$ cat config.mk
export PLATFORM = sky130hd
export DESIGN_NAME = sub_serial
export DESIGN_NICKNAME = d
export VERILOG_FILES = /design/src/rtl/sub_serial.sv
export SDC_FILE = /design/constraint.sdc
export NUM_CORES = 1
export LEC_CHECK = 0
export BUFFER_PORTS_ARGS = -buffer_cell sky130_fd_sc_hd__buf_2
export CELL_PAD_IN_SITES_DETAIL_PLACEMENT = 0
export CELL_PAD_IN_SITES_GLOBAL_PLACEMENT = 1
export CORE_ASPECT_RATIO = 0.6
export CORE_MARGIN = 10
export CORE_UTILIZATION = 35
export CTS_BUF_LIST = sky130_fd_sc_hd__clkbuf_4 sky130_fd_sc_hd__clkbuf_8
export DETAILED_ROUTE_END_ITERATION = 10
export PLACE_DENSITY_LB_ADDON = 0.25
export SLEW_MARGIN = 30
export SYNTH_ARGS = -nofsm -noshare
export SYNTH_HDL_FRONTEND = slang
export SYNTH_SLANG_ARGS = --single-unit
$ cat constraint.sdc
create_clock -name clk -period 1.8 [get_ports clk]
set_input_delay 0.09 -clock clk [delete_from_list [all_inputs] [get_ports clk]]
set_output_delay 0.09 -clock clk [all_outputs]
set_load 0.02 [all_outputs]
$ cat src/rtl/sub_serial.sv
// sub_serial: bit-serial subtractor computing a - b, LSB first, one bit per
// clock. A single borrow flop is propagated from bit to bit. The result is
// packed as {borrow, diff}, matching the adder's {carry, sum} layout.
//
// Ports:
//   clk    - rising-edge clock
//   rst    - synchronous active-high reset; overrides everything else
//   start  - request an operation; sampled only in IDLE or DONE
//   a, b   - minuend / subtrahend; captured when start is accepted
//   busy   - high while bits are being processed
//   done   - one-cycle pulse; out / b_out / ovf have just been updated
//   out    - {b_out, diff}, where diff = (a - b) mod 2^WIDTH
//   b_out  - final borrow; set when a < b as unsigned values
//   ovf    - signed overflow, computed from the captured operand MSBs
module sub_serial #(
  parameter int WIDTH = 8
) (
  input  logic             clk,
  input  logic             rst,
  input  logic             start,
  input  logic [WIDTH-1:0] a,
  input  logic [WIDTH-1:0] b,
  output logic             busy,
  output logic             done,
  output logic [WIDTH:0]   out,
  output logic             b_out,
  output logic             ovf
);

  localparam int CNT_W = $clog2(WIDTH);
  localparam logic [CNT_W-1:0] LAST_BIT = CNT_W'(WIDTH - 1);

  typedef enum logic [1:0] {
    ST_IDLE = 2'd0,
    ST_RUN  = 2'd1,
    ST_DONE = 2'd2
  } state_t;

  state_t           state_r;
  state_t           state_nx_s;
  logic             accept_s;

  logic [WIDTH-1:0] a_sh_r;
  logic [WIDTH-1:0] b_sh_r;
  logic [WIDTH-1:0] res_r;
  logic             borrow_r;
  logic [CNT_W-1:0] cnt_r;
  logic             a_msb_r;
  logic             b_msb_r;

  logic             busy_r;
  logic             done_r;
  logic [WIDTH:0]   out_r;
  logic             b_out_r;
  logic             ovf_r;

  logic             ai_s;
  logic             bi_s;
  logic             d_s;
  logic             bnext_s;
  logic             last_s;
  logic [WIDTH-1:0] diff_s;

  // One-bit full-subtractor cell on the current operand LSBs.
  always_comb begin
    ai_s    = a_sh_r[0];
    bi_s    = b_sh_r[0];
    d_s     = ai_s ^ bi_s ^ borrow_r;
    bnext_s = (~ai_s & bi_s) | (~(ai_s ^ bi_s) & borrow_r);
    last_s  = (cnt_r == LAST_BIT);
    // The final difference bit enters at the MSB on the last RUN cycle,
    // so the complete result is visible combinationally one edge early.
    diff_s  = {d_s, res_r[WIDTH-1:1]};
  end

  // Next-state decode and start acceptance.
  always_comb begin
    state_nx_s = state_r;
    accept_s   = 1'b0;
    case (state_r)
      ST_IDLE: begin
        if (start) begin
          state_nx_s = ST_RUN;
          accept_s   = 1'b1;
        end else begin
          state_nx_s = ST_IDLE;
        end
      end
      ST_RUN: begin
        if (last_s) begin
          state_nx_s = ST_DONE;
        end else begin
          state_nx_s = ST_RUN;
        end
      end
      ST_DONE: begin
        if (start) begin
          state_nx_s = ST_RUN;
          accept_s   = 1'b1;
        end else begin
          state_nx_s = ST_IDLE;
        end
      end
      default: begin
        state_nx_s = ST_IDLE;
      end
    endcase
  end

  // State register.
  always_ff @(posedge clk) begin
    if (rst) begin
      state_r <= ST_IDLE;
    end else begin
      state_r <= state_nx_s;
    end
  end

  // Operand shifters, borrow flop, bit counter and result latch.
  always_ff @(posedge clk) begin
    if (rst) begin
      a_sh_r   <= '0;
      b_sh_r   <= '0;
      res_r    <= '0;
      borrow_r <= 1'b0;
      cnt_r    <= '0;
      a_msb_r  <= 1'b0;
      b_msb_r  <= 1'b0;
      out_r    <= '0;
      b_out_r  <= 1'b0;
      ovf_r    <= 1'b0;
    end else if (accept_s) begin
      a_sh_r   <= a;
      b_sh_r   <= b;
      res_r    <= '0;
      borrow_r <= 1'b0;
      cnt_r    <= '0;
      a_msb_r  <= a[WIDTH-1];
      b_msb_r  <= b[WIDTH-1];
    end else if (state_r == ST_RUN) begin
      a_sh_r   <= {1'b0, a_sh_r[WIDTH-1:1]};
      b_sh_r   <= {1'b0, b_sh_r[WIDTH-1:1]};
      res_r    <= diff_s;
      borrow_r <= bnext_s;
      cnt_r    <= cnt_r + CNT_W'(1);
      if (last_s) begin
        out_r   <= {bnext_s, diff_s};
        b_out_r <= bnext_s;
        // Overflow only when operand signs differ and the result sign
        // disagrees with the minuend.
        ovf_r   <= (a_msb_r ^ b_msb_r) & (d_s ^ a_msb_r);
      end
    end
  end

  // Status flags registered from the next state so they align with it.
  always_ff @(posedge clk) begin
    if (rst) begin
      busy_r <= 1'b0;
      done_r <= 1'b0;
    end else begin
      busy_r <= (state_nx_s == ST_RUN);
      done_r <= (state_nx_s == ST_DONE);
    end
  end

  assign busy  = busy_r;
  assign done  = done_r;
  assign out   = out_r;
  assign b_out = b_out_r;
  assign ovf   = ovf_r;

endmodule

Word-level counts from Yosys, hierarchy flattened:

Index checks and enable logic that the tools add are counted.
Widths: inputs -> output; s select.

* input bits: 19
* register bits: 45
* output and inout bits: 13
* logic and storage cells: 44

* equal/unequal tests: 5
* reductions and logical operators: 5
* $add $sub $neg: 1
* muxes and demuxes: 9
* bitwise operators: 11

Operators by type and width (number)
* $mux 8: 4
* $eq 2x1->1 const B: 2
* $eq 2x2->1 const B: 2
* $pmux 2 s2: 1
* $reduce_or 2->1: 2
* $xor 1x1->1: 4
* $add 3x1->3 const B: 1
* $and 1x1->1: 3
* $eq 3x3->1 const B: 1
* $mux 1: 3
* $not 1->1: 3
* $reduce_and 3->1: 1
* $logic_not 2->1: 1
* $mux 2: 1
* $reduce_bool 2->1: 1
* $or 1x1->1: 1

Logic depth before layout (Yosys ltp):

Gate-level depths: netlist of the first run.

* depth after elaboration: 5
* mapped depth: 6
* depth with buffers taken out: 5

Worst setup path after synthesis of the first run:

OpenSTA, ideal clock, no wires.

* kind: flip-flop to flip-flop
* from: register cnt_r[0]
* to: register out_r[0], in the netlist out[0]
* path buffers: 1
* data required time: 1.730 ns
* arrival time: 1.239 ns
* stages on the path, launching flop included: 7
* path slack: 0.490 ns
* library setup time: 0.070 ns
* period minus slack after synthesis: 1.310 ns
* path through: dfxtp_1 -> ha_1 -> ha_1 -> nand3b_1 -> clkbuf_1 -> nand2_1 -> a21oi_1

* longest elaborated chain between the ends: 2

RTL lines
* from (decl): RTL line 47 `logic [CNT_W-1:0] cnt_r;`
* from (signal assigned): RTL line 145 `cnt_r <= cnt_r + CNT_W'(1);`
* $eq 3x3->1: RTL line 70 `last_s = (cnt_r == LAST_BIT);`
* $reduce_and 3->1 (no line)
* to (signal assigned): RTL line 147 `out_r <= {bnext_s, diff_s};`
* to (decl): RTL line 53 `logic [WIDTH:0] out_r;`

No other way between the ends.
A chain may end at the register's enable or synchronous reset.

Final worst setup path of the first run:

* from: register cnt_r[0]
* to: register out_r[8], in the netlist out[8]

Same word-level chain as after synthesis.

==> flow_summary.ini, run 1 <==
[timing]
period_share_pct = 82.5
finClkSkew_ns = 0.00598
finalSetupViolCount = 0
max_slew_margin_pct = 69.9
fin_ws_ns = 0.316
rsz0062_at_grt = no
fin_crit_ns = 1.48
timing.fmax_mhz = 674
tightestPinTransition_ns = 0.452
setup_tns_ns = 0
hold_violations = 0
slew_viol_final = 0

[setup_path]
cp.required_ns = 2.01
reg2regPathDepth = 5
critPathTopFamily = simple AND/OR/NAND/NOR gates
arrival_ns = 1.69
cp-end-kind = flip-flop
critical_path_class = flip-flop to flip-flop
cp_slowest_stage_delay_ns = 0.40
path_depth = 5
reg2reg_slack_ns = 0.32
start_kind = flip-flop
rr_endpoint = out[8]$_SDFFE_PP0P_
slowest_stage = and3b_1
critPathMaxFanout = 11
r2r-start = cnt_r[0]$_SDFFE_PP0N_
path_cells = ha_1 -> ha_1 -> and3b_1 -> nor2_1 -> a211oi_1
crit_buf_inv = 0
cp_common_cell = ha_1

[synth]
syn_area_um2 = 1710
synthCells = 202
synth_nets = 224
async_flop_share_pct = 0
yosys.cell_count.top_type = nand2_1
ys_types = 23
synth_edf_count = 0
ys_seq_area_share_pct = 50.4
yosys_warnings = 0
synth_area_leaders = dfxtp_1 50%, nand2_1 13%, a21oi_1 7.3%
synth_top_area_share_pct = 50.4
synthFlopType = dfxtp_1
ys_ff_latch = 43
avgSynthCellArea_um2 = 8.46
synth_top_area_cell = dfxtp_1
synth_common_cells = 60 x nand2_1, 43 x dfxtp_1, 25 x a21oi_1, 20 x nor2_1, 7 x buf_2

[route]
wire_per_inst_um = 13.5
vias = 1406
wirelength_um = 3970
drt_pass1_iterations = 4
drt.antenna.violating_nets = 0
drc = 0
drtIter0Drc = 44
avgViaCountPerCell = 4.78

[clock_tree]
cts-root-buf = clkbuf_8
cts_tree = yes
ctsResizeCount = 0
postCtsHoldBufs = 0
cts_buffers = 5
htreeDepth = 2
clk_pin_slew_ns = 0.08
clock-sinks = 43
clk_latency_ns = 0.29
post_cts_buffers = 0
clk_path_buf_depth = 2

[layout]
drive_above_1_share_pct = 22.1
diodes = 0
area_growth_pct = 17.9
nets = 252

[global_route]
track_usage_pct = 10.5
grt_pass1_vias = 1347
grt_pass1_wl_um = 6760
grt_overflow = 0
antenna_found_initial = 0
grt_max_degree = 27

[floorplan]
die_area_um2 = 8170
die_w_um = 110
core_area_um2 = 4640
die_h_um = 74.1
core.rowCount = 19
initial_utilization_pct = 36.9
pin_count = 32

[pwr]
irDropWorstVdd_mv = 0.340
power.leakage_nw = 0.780
finalPower_w = 0.00199
power.density_nw_per_um2 = 988

[hold_path]
hold_class = input port to flip-flop
hold_start = b[7]
holdPathEnd = b_sh_r[7]$_SDFFE_PP0P_
holdPathStages = 3

[placement]
dp_slack_ns = 0.326
gp_congestion = 0.706
port_buffers = 31
hpwl_um = 2820

[flow_run]
cap_viol_max_count = 0

[run_status]
status = complete, no violations
-- per-layer routing --
metal  vias up  track usage, %  share of wire (%)
met5         -               0                  0
met3         5            3.36                5.7
li1        729               -                  -
met2        28            13.8                 39
met1       644            15.2                 54
met4         0            4.26                1.3
-- where the power goes --
group	total [W]	leakage, nW	internal [W]	switching (W)
logic	0.000199	0.368	0.0000795	0.000120
registers	0.00102	0.351	0.000992	0.0000245
clock network	0.000775	0.0612	0.000449	0.000326
total	0.00199	0.780	0.00152	0.000470
-- sequential cells by signal, indices dropped and copies added, names as in the netlist, 2 cells and up --
register and cells:
cnt_r 3, out 9, b_sh_r 8, res_r 7
a_sh_r 8, state_r 2
-- cell type report --
class | instances | area, um2
fillers | 489 | 2620
multi-input cells | 140 | 742
clock inverters | 2 | 35.0
repair buffers | 38 | 208
inverters | 2 | 7.51
clock buffers | 6 | 82.6
well taps | 63 | 78.8
flip-flops and latches | 43 | 861
-- per-stage QoR --
| stage | instances | util, % | hold WS, ns | instance area (um2) |
|---|---|---|---|---|
| final | 294 | 43.5 | 0.0624 | 2010 |
| after CTS | 294 | 43.5 | 0.0546 | 2010 |
| after global routing | 294 | 43.5 | 0.0740 | 2010 |
| after detailed placement | 286 | 40.9 | 0.372 | 1900 |
| after global placement | 286 | 40.9 | 0.374 | 1900 |
| after floorplan | 202 | - | 0.249 | 1710 |
-- how the worst max path moves through the flow --
stage | slack [ns] | end | from
after detailed placement | 0.33 | ovf$_SDFFE_PP0P_ | cnt_r[0]$_SDFFE_PP0N_
after global placement | 0.37 | ovf$_SDFFE_PP0P_ | cnt_r[0]$_SDFFE_PP0N_
after CTS | 0.30 | out[8]$_SDFFE_PP0P_ | cnt_r[0]$_SDFFE_PP0N_
after global routing | 0.13 | out[8]$_SDFFE_PP0P_ | cnt_r[0]$_SDFFE_PP0N_
final | 0.32 | out[8]$_SDFFE_PP0P_ | cnt_r[0]$_SDFFE_PP0N_
after floorplan | 0.49 | out[0]$_SDFFE_PP0P_ | cnt_r[0]$_SDFFE_PP0N_
-- worst register-to-register path: cells and delay by family (launching register included) --
| kind | cells | cell delay (ns) |
|---|---|---|
| simple gates | 2 | 0.48 |
| flops | 1 | 0.35 |
| fa+ha+maj | 2 | 0.36 |
| compound gates | 1 | 0.22 |
-- cells by family (layout without fill, tap and decap cells) --
| kind of cell | count (synthesis) | in the layout | synth area share (%) |
|---|---|---|---|
| AND/OR/NAND/NOR | 93 | 93 | 22.4 |
| buffers and inverters | 19 | 48 | 6.22 |
| XOR/XNOR | 1 | 1 | 0.513 |
| flip-flops | 43 | 43 | 50.4 |
| AO/OA/AOI/OAI | 43 | 43 | 17.9 |
| adder cells (fa/ha/maj) | 3 | 3 | 2.64 |
-- placed cells by master, fill, tap and decap left out --
| master | netlist | final |
|---|---|---|
| xnor2_1 | 1 | 1 |
| a311oi_2 | 5 | 5 |
| dfxtp_1 | 43 | 43 |
| and2b_1 | 2 | 2 |
| a21oi_1 | 25 | 25 |
| nor2_1 | 20 | 20 |
| a311oi_1 | 6 | 6 |
| and3b_1 | 1 | 1 |
| a22oi_1 | 3 | 3 |
| a211oi_1 | 3 | 3 |
| nand2b_1 | 3 | 3 |
| ha_1 | 2 | 2 |
| buf_4 | 1 | 7 |
| bufinv_16 | 0 | 1 |
| buf_2 | 7 | 31 |
| nand3_1 | 5 | 5 |
| clkbuf_8 | 0 | 6 |
| o21a_1 | 1 | 1 |
| fa_1 | 1 | 1 |
| nand2_1 | 60 | 60 |
| nand3b_1 | 2 | 2 |
| inv_1 | 2 | 2 |
| clkinv_2 | 0 | 1 |
(Power assumes the default switching activity.)
==> inputs of run 2 (changes only) <==
==> constraint.sdc (replaced) <==
create_clock -name clk -period 1.5 [get_ports clk]
set_input_delay 0.075 -clock clk [delete_from_list [all_inputs] [get_ports clk]]
set_output_delay 0.075 -clock clk [all_outputs]
set_load 0.02 [all_outputs]
==> flow_summary.ini, run 2 (synthesis results as in run 1) <==
[run_status]
status = complete, no violations

[floorplan]
die_area_um2 = 8170
pin_count = 32
core_area_um2 = 4640
initial_utilization_pct = 36.9
die_w_um = 110
die_h_um = 74.1
core.rowCount = 19

[timing]
max_slew_margin_pct = 81.7
finalSetupViolCount = 0
fin_crit_ns = 1.39
period_share_pct = 92.9
rsz0062_at_grt = no
timing.fmax_mhz = 717
tightestPinTransition_ns = 0.275
hold_violations = 0
slew_viol_final = 0
finClkSkew_ns = 0.00772

[layout]
seq_area_um2 = 861
num-fill-cells = 492
largest_register_ffs = 9
nets = 256
stdcell_count = 298
stdcell_area_um2 = 2040
multi_input_area_um2 = 743
diodes = 0
drive_above_1_share_pct = 23.8
area_growth_pct = 19.6
mostFrequentLayoutCell = nand2_1
mostFrequentLayoutCells = 60 x nand2_1, 43 x dfxtp_1, 31 x buf_2

[setup_path]
rr_endpoint = ovf$_SDFFE_PP0P_
r2r-start = b_sh_r[0]$_SDFFE_PP0P_
reg2reg_slack_ns = 0.11
critPathMaxFanout = 4
start_kind = flip-flop
arrival_ns = 1.60
crit_buf_inv = 1
cp.required_ns = 1.71
path_cells = inv_1 -> fa_1 -> nor2_1 -> a21oi_1 -> a211oi_1
slowest_stage = fa_1
critical_path_class = flip-flop to flip-flop
path_depth = 5
critPathTopFamily = adder cells
reg2regPathDepth = 5
crit_path_start = b_sh_r[0]$_SDFFE_PP0P_
endpoint = ovf$_SDFFE_PP0P_
cp-end-kind = flip-flop
cp_slowest_stage_delay_ns = 0.52

[route]
wl_met1_um = 2200
wire_per_inst_um = 13.6
drtIter0Drc = 42
highest_layer = met4
drt.antenna.violating_nets = 0
wirelength_um = 4050
drt_pass1_iterations = 4
drc = 0
vias = 1396
dr_wl_met2_um = 1560
dr_wl_met3_um = 250
avgViaCountPerCell = 4.68

[pwr]
power.density_nw_per_um2 = 1120
power.leakage_nw = 0.794
irDropWorstVdd_mv = 0.346

[hold_path]
holdPathStages = 3
hold_class = input port to flip-flop
hold_start = b[7]

[placement]
gp_congestion = 0.730
port_buffers = 31
dpl_cell_area_um2 = 1940
dpl.cell_count = 290
hpwl_um = 2940

[global_route]
antenna_found_initial = 0
grt_pass1_wl_um = 6750
grt_max_degree = 23
grt_pass1_vias = 1408
grt_overflow = 0
track_usage_pct = 10.3

[clock_tree]
htreeDepth = 2
postCtsHoldBufs = 0
clk_path_buf_depth = 2
clock-sinks = 43
clk_latency_ns = 0.29
cts_buffers = 5
clk_pin_slew_ns = 0.08
cts_tree = yes
cts-root-buf = clkbuf_8

[flow_run]
cap_viol_max_count = 0
## run 2: changes by cell type in the layout (fill, tap and decap cells not counted), sizes merged
cell    change
clkbuf      +2
buf         +4
clkinv      -1
bufinv      -1
## run 2: worst register-to-register path, cell delays in order, from the launching register on
cell and delay, ns:
dfxtp_1 0.33, inv_1 0.05, fa_1 0.52, nor2_1 0.12
a21oi_1 0.07, a211oi_1 0.22
## run 2: repair_timing
action / CTS / global route
setup endpoints to repair: 0 / 10
gates resized for setup: 0 / 1
hold endpoints to repair: 0 / 0
setup buffers: 0 / 0
## run 2: power breakdown
group          switching, W  total, W  leakage, nW  internal, W
Combinational      0.000147  0.000254        0.389     0.000107
Sequential        0.0000280   0.00122        0.351      0.00119
Clock              0.000387  0.000826       0.0549     0.000439
Total              0.000562   0.00230        0.794      0.00174
## run 2: how the worst min path moves through the flow
stage and end:
6_report b_msb_r$_SDFFE_PP0P_, 5_1_grt b_msb_r$_SDFFE_PP0P_, 4_1_cts b_msb_r$_SDFFE_PP0P_, 3_5_place_dp b_sh_r[7]$_SDFFE_PP0P_, 3_3_place_gp b_sh_r[7]$_SDFFE_PP0P_, 2_1_floorplan a_msb_r$_SDFFE_PP0P_
## run 2: layout make-up
class                   count  area share, %
clock buffers               8           5.08
inverters                   2          0.367
multi-input cells         140           36.4
flip-flops and latches     43           42.1
well taps                  63           3.86
repair buffers             42           12.2
## run 2: routing by layer
layer | up-vias | track usage, %
li1 | 735 | -
met1 | 638 | 14.5
met2 | 21 | 14.3
met3 | 2 | 3.54
met4 | 0 | 3.83
met5 | - | 0
## run 2: stage by stage
stage           TNS, ns  worst slack, ns  hold WS (ns)  power [W]  utilization (%)
3_3_place_gp          0            0.100         0.354    0.00150             41.8
4_1_cts               0           0.0108        0.0413    0.00232             44.1
3_5_place_dp   -0.00746         -0.00746         0.357    0.00150             41.8
6_report              0            0.106        0.0495    0.00230             44.1
2_1_floorplan         0            0.190         0.234    0.00142                -
5_1_grt               0          0.00807        0.0505    0.00239             44.1
==> inputs of run 3 (changes only) <==
--- a/config.mk
+++ b/config.mk
@@ -8,10 +8,11 @@
 export BUFFER_PORTS_ARGS = -buffer_cell sky130_fd_sc_hd__buf_2
 export CELL_PAD_IN_SITES_DETAIL_PLACEMENT = 0
 export CELL_PAD_IN_SITES_GLOBAL_PLACEMENT = 1
-export CORE_ASPECT_RATIO = 0.6
+export CORE_ASPECT_RATIO = 1.4
 export CORE_MARGIN = 10
 export CORE_UTILIZATION = 35
 export CTS_BUF_LIST = sky130_fd_sc_hd__clkbuf_4 sky130_fd_sc_hd__clkbuf_8
+export CTS_CLUSTER_SIZE = 20
 export DETAILED_ROUTE_END_ITERATION = 10
 export PLACE_DENSITY_LB_ADDON = 0.25
 export SLEW_MARGIN = 30
==> flow_summary.ini, run 3 (synthesis results as in run 1) <==
[setup_path]
cp_slowest_stage_delay_ns = 0.54
slowest_stage = fa_1
path_cells = inv_1 -> fa_1 -> nor2_1 -> a21oi_1 -> a211oi_1
cp-end-kind = flip-flop
cp.required_ns = 1.71
arrival_ns = 1.63
critical_path_class = flip-flop to flip-flop
critPathMaxFanout = 4
critPathTopFamily = adder cells
crit_buf_inv = 1
start_kind = flip-flop

[global_route]
antenna_found_initial = 0
grt_pass1_wl_um = 6410
track_usage_pct = 9.71
grt_overflow = 0
grt_max_degree = 19
grt_pass1_vias = 1358

[pwr]
pwr-share-clk_pct = 42.4
power.leakage_nw = 0.791
power_frac_comb_pct = 9.5
seq_power_share_pct = 48.1
power.density_nw_per_um2 = 1240
irDropWorstVdd_mv = 0.582
swShare_pct = 22.9
p_int_w = 0.00195
switchingPower_w = 0.000580

[placement]
hpwl_um = 2720
dpl.cell_count = 289
gp_congestion = 0.717
port_buffers = 31

[timing]
timing.fmax_mhz = 705
setup_tns_ns = 0
rsz0062_at_grt = no
period_share_pct = 94.5
tightestPinTransition_ns = 0.312
slew_viol_final = 0
fin_crit_ns = 1.42
hold_violations = 0
finalSetupViolCount = 0
finClkSkew_ns = 0.00400
holdWs_ns = 0.0417
max_slew_margin_pct = 79.2

[layout]
stdcell_count = 297
seq_area_um2 = 861
drive_above_1_share_pct = 23.2
mostFrequentLayoutCell = nand2_1
num-fill-cells = 558
mostFrequentLayoutCells = 60 x nand2_1, 43 x dfxtp_1, 31 x buf_2
area_growth_pct = 20.0
post-route-util_pct = 42.7
nets = 254
multi_input_area_um2 = 743
diodes = 0
largest_register_ffs = 9

[route]
wire_per_inst_um = 12.9
drt_pass1_iterations = 4
drc = 0
drt.antenna.violating_nets = 0
avgViaCountPerCell = 4.69
vias = 1393
wirelength_um = 3820
drtIter0Drc = 87

[clock_tree]
cts-root-buf = clkbuf_8
cts_buffers = 5
clk_path_buf_depth = 2
postCtsHoldBufs = 0
htreeDepth = 2
cts_tree = yes
clk_pin_slew_ns = 0.08
clock-sinks = 43
clk_latency_ns = 0.29

[floorplan]
core_area_um2 = 4800
initial_utilization_pct = 35.6
die_w_um = 79.1
die_area_um2 = 8120
core.rowCount = 30
die_h_um = 103
pin_count = 32

[flow_run]
cap_viol_max_count = 0

[run_status]
status = complete, no violations

[hold_path]
hold_class = input port to flip-flop
## run 3: cell count changes in the layout (fill, tap and decap cells not counted), sizes merged
cell,delta
buf,-2
clkinvlp,+1
clkbuf,-3
bufinv,+2
## run 3: what timing repair did
action                                  CTS  global route
resized for setup                         0             1
buffers inserted                          0             0
endpoints found under the setup margin    0             8
## run 3: power groups by stage
stage / sequential, W / clock [W] / combinational (W)
after global routing: 0.00123 / 0.00114 / 0.000276
after detailed placement: 0.00125 / 0 / 0.000246
final: 0.00122 / 0.00107 / 0.000241
after global placement: 0.00125 / 0 / 0.000245
after floorplan: 0.00124 / 0 / 0.000177
after CTS: 0.00122 / 0.00110 / 0.000247
## run 3: final cells by class
cell class	count	area share, %
Clock buffer	5	3.36
Clock inverter	3	3.29
Inverter	2	0.366
Sequential cell	43	42.0
Multi-Input combinational cell	140	36.2
Timing Repair Buffer	40	10.9
Tap cell	64	3.90
## run 3: layer usage
layer	wire length, um	vias up	part of all wire (%)	global-route usage [%]
met5	0	-	0	0
met4	58	0	1.5	3.73
met3	178	5	4.7	3.05
met2	1800	24	47	16.2
met1	1780	635	47	11.3
li1	-	729	-	-
## run 3: worst paths after layout
kind / startpoint / endpoint / slack (ns) / depth (start not counted)
worst max-delay path: b_sh_r[0]$_SDFFE_PP0P_ / ovf$_SDFFE_PP0P_ / 0.08 / 5
worst min register to register: out[0]$_SDFFE_PP0P_ / out[0]$_SDFFE_PP0P_ / 0.46 / 2
worst max register to register: b_sh_r[0]$_SDFFE_PP0P_ / ovf$_SDFFE_PP0P_ / 0.08 / 5
worst min-delay path: b[7] / b_sh_r[7]$_SDFFE_PP0P_ / 0.04 / 3
## run 3: tightest hold or removal path, cell delays in order
cell	delay (ns)
buf_2	0.09
nand2_1	0.07
a21oi_1	0.06
## run 3: metrics by stage
stage                     worst slack, ns  area (um2)  power (W)
after floorplan                     0.190        1710    0.00142
after global placement             0.0954        1910    0.00149
after detailed placement           0.0563        1910    0.00149
after CTS                          0.0326        2050    0.00257
after global routing              0.00522        2050    0.00265
final                              0.0823        2050    0.00253
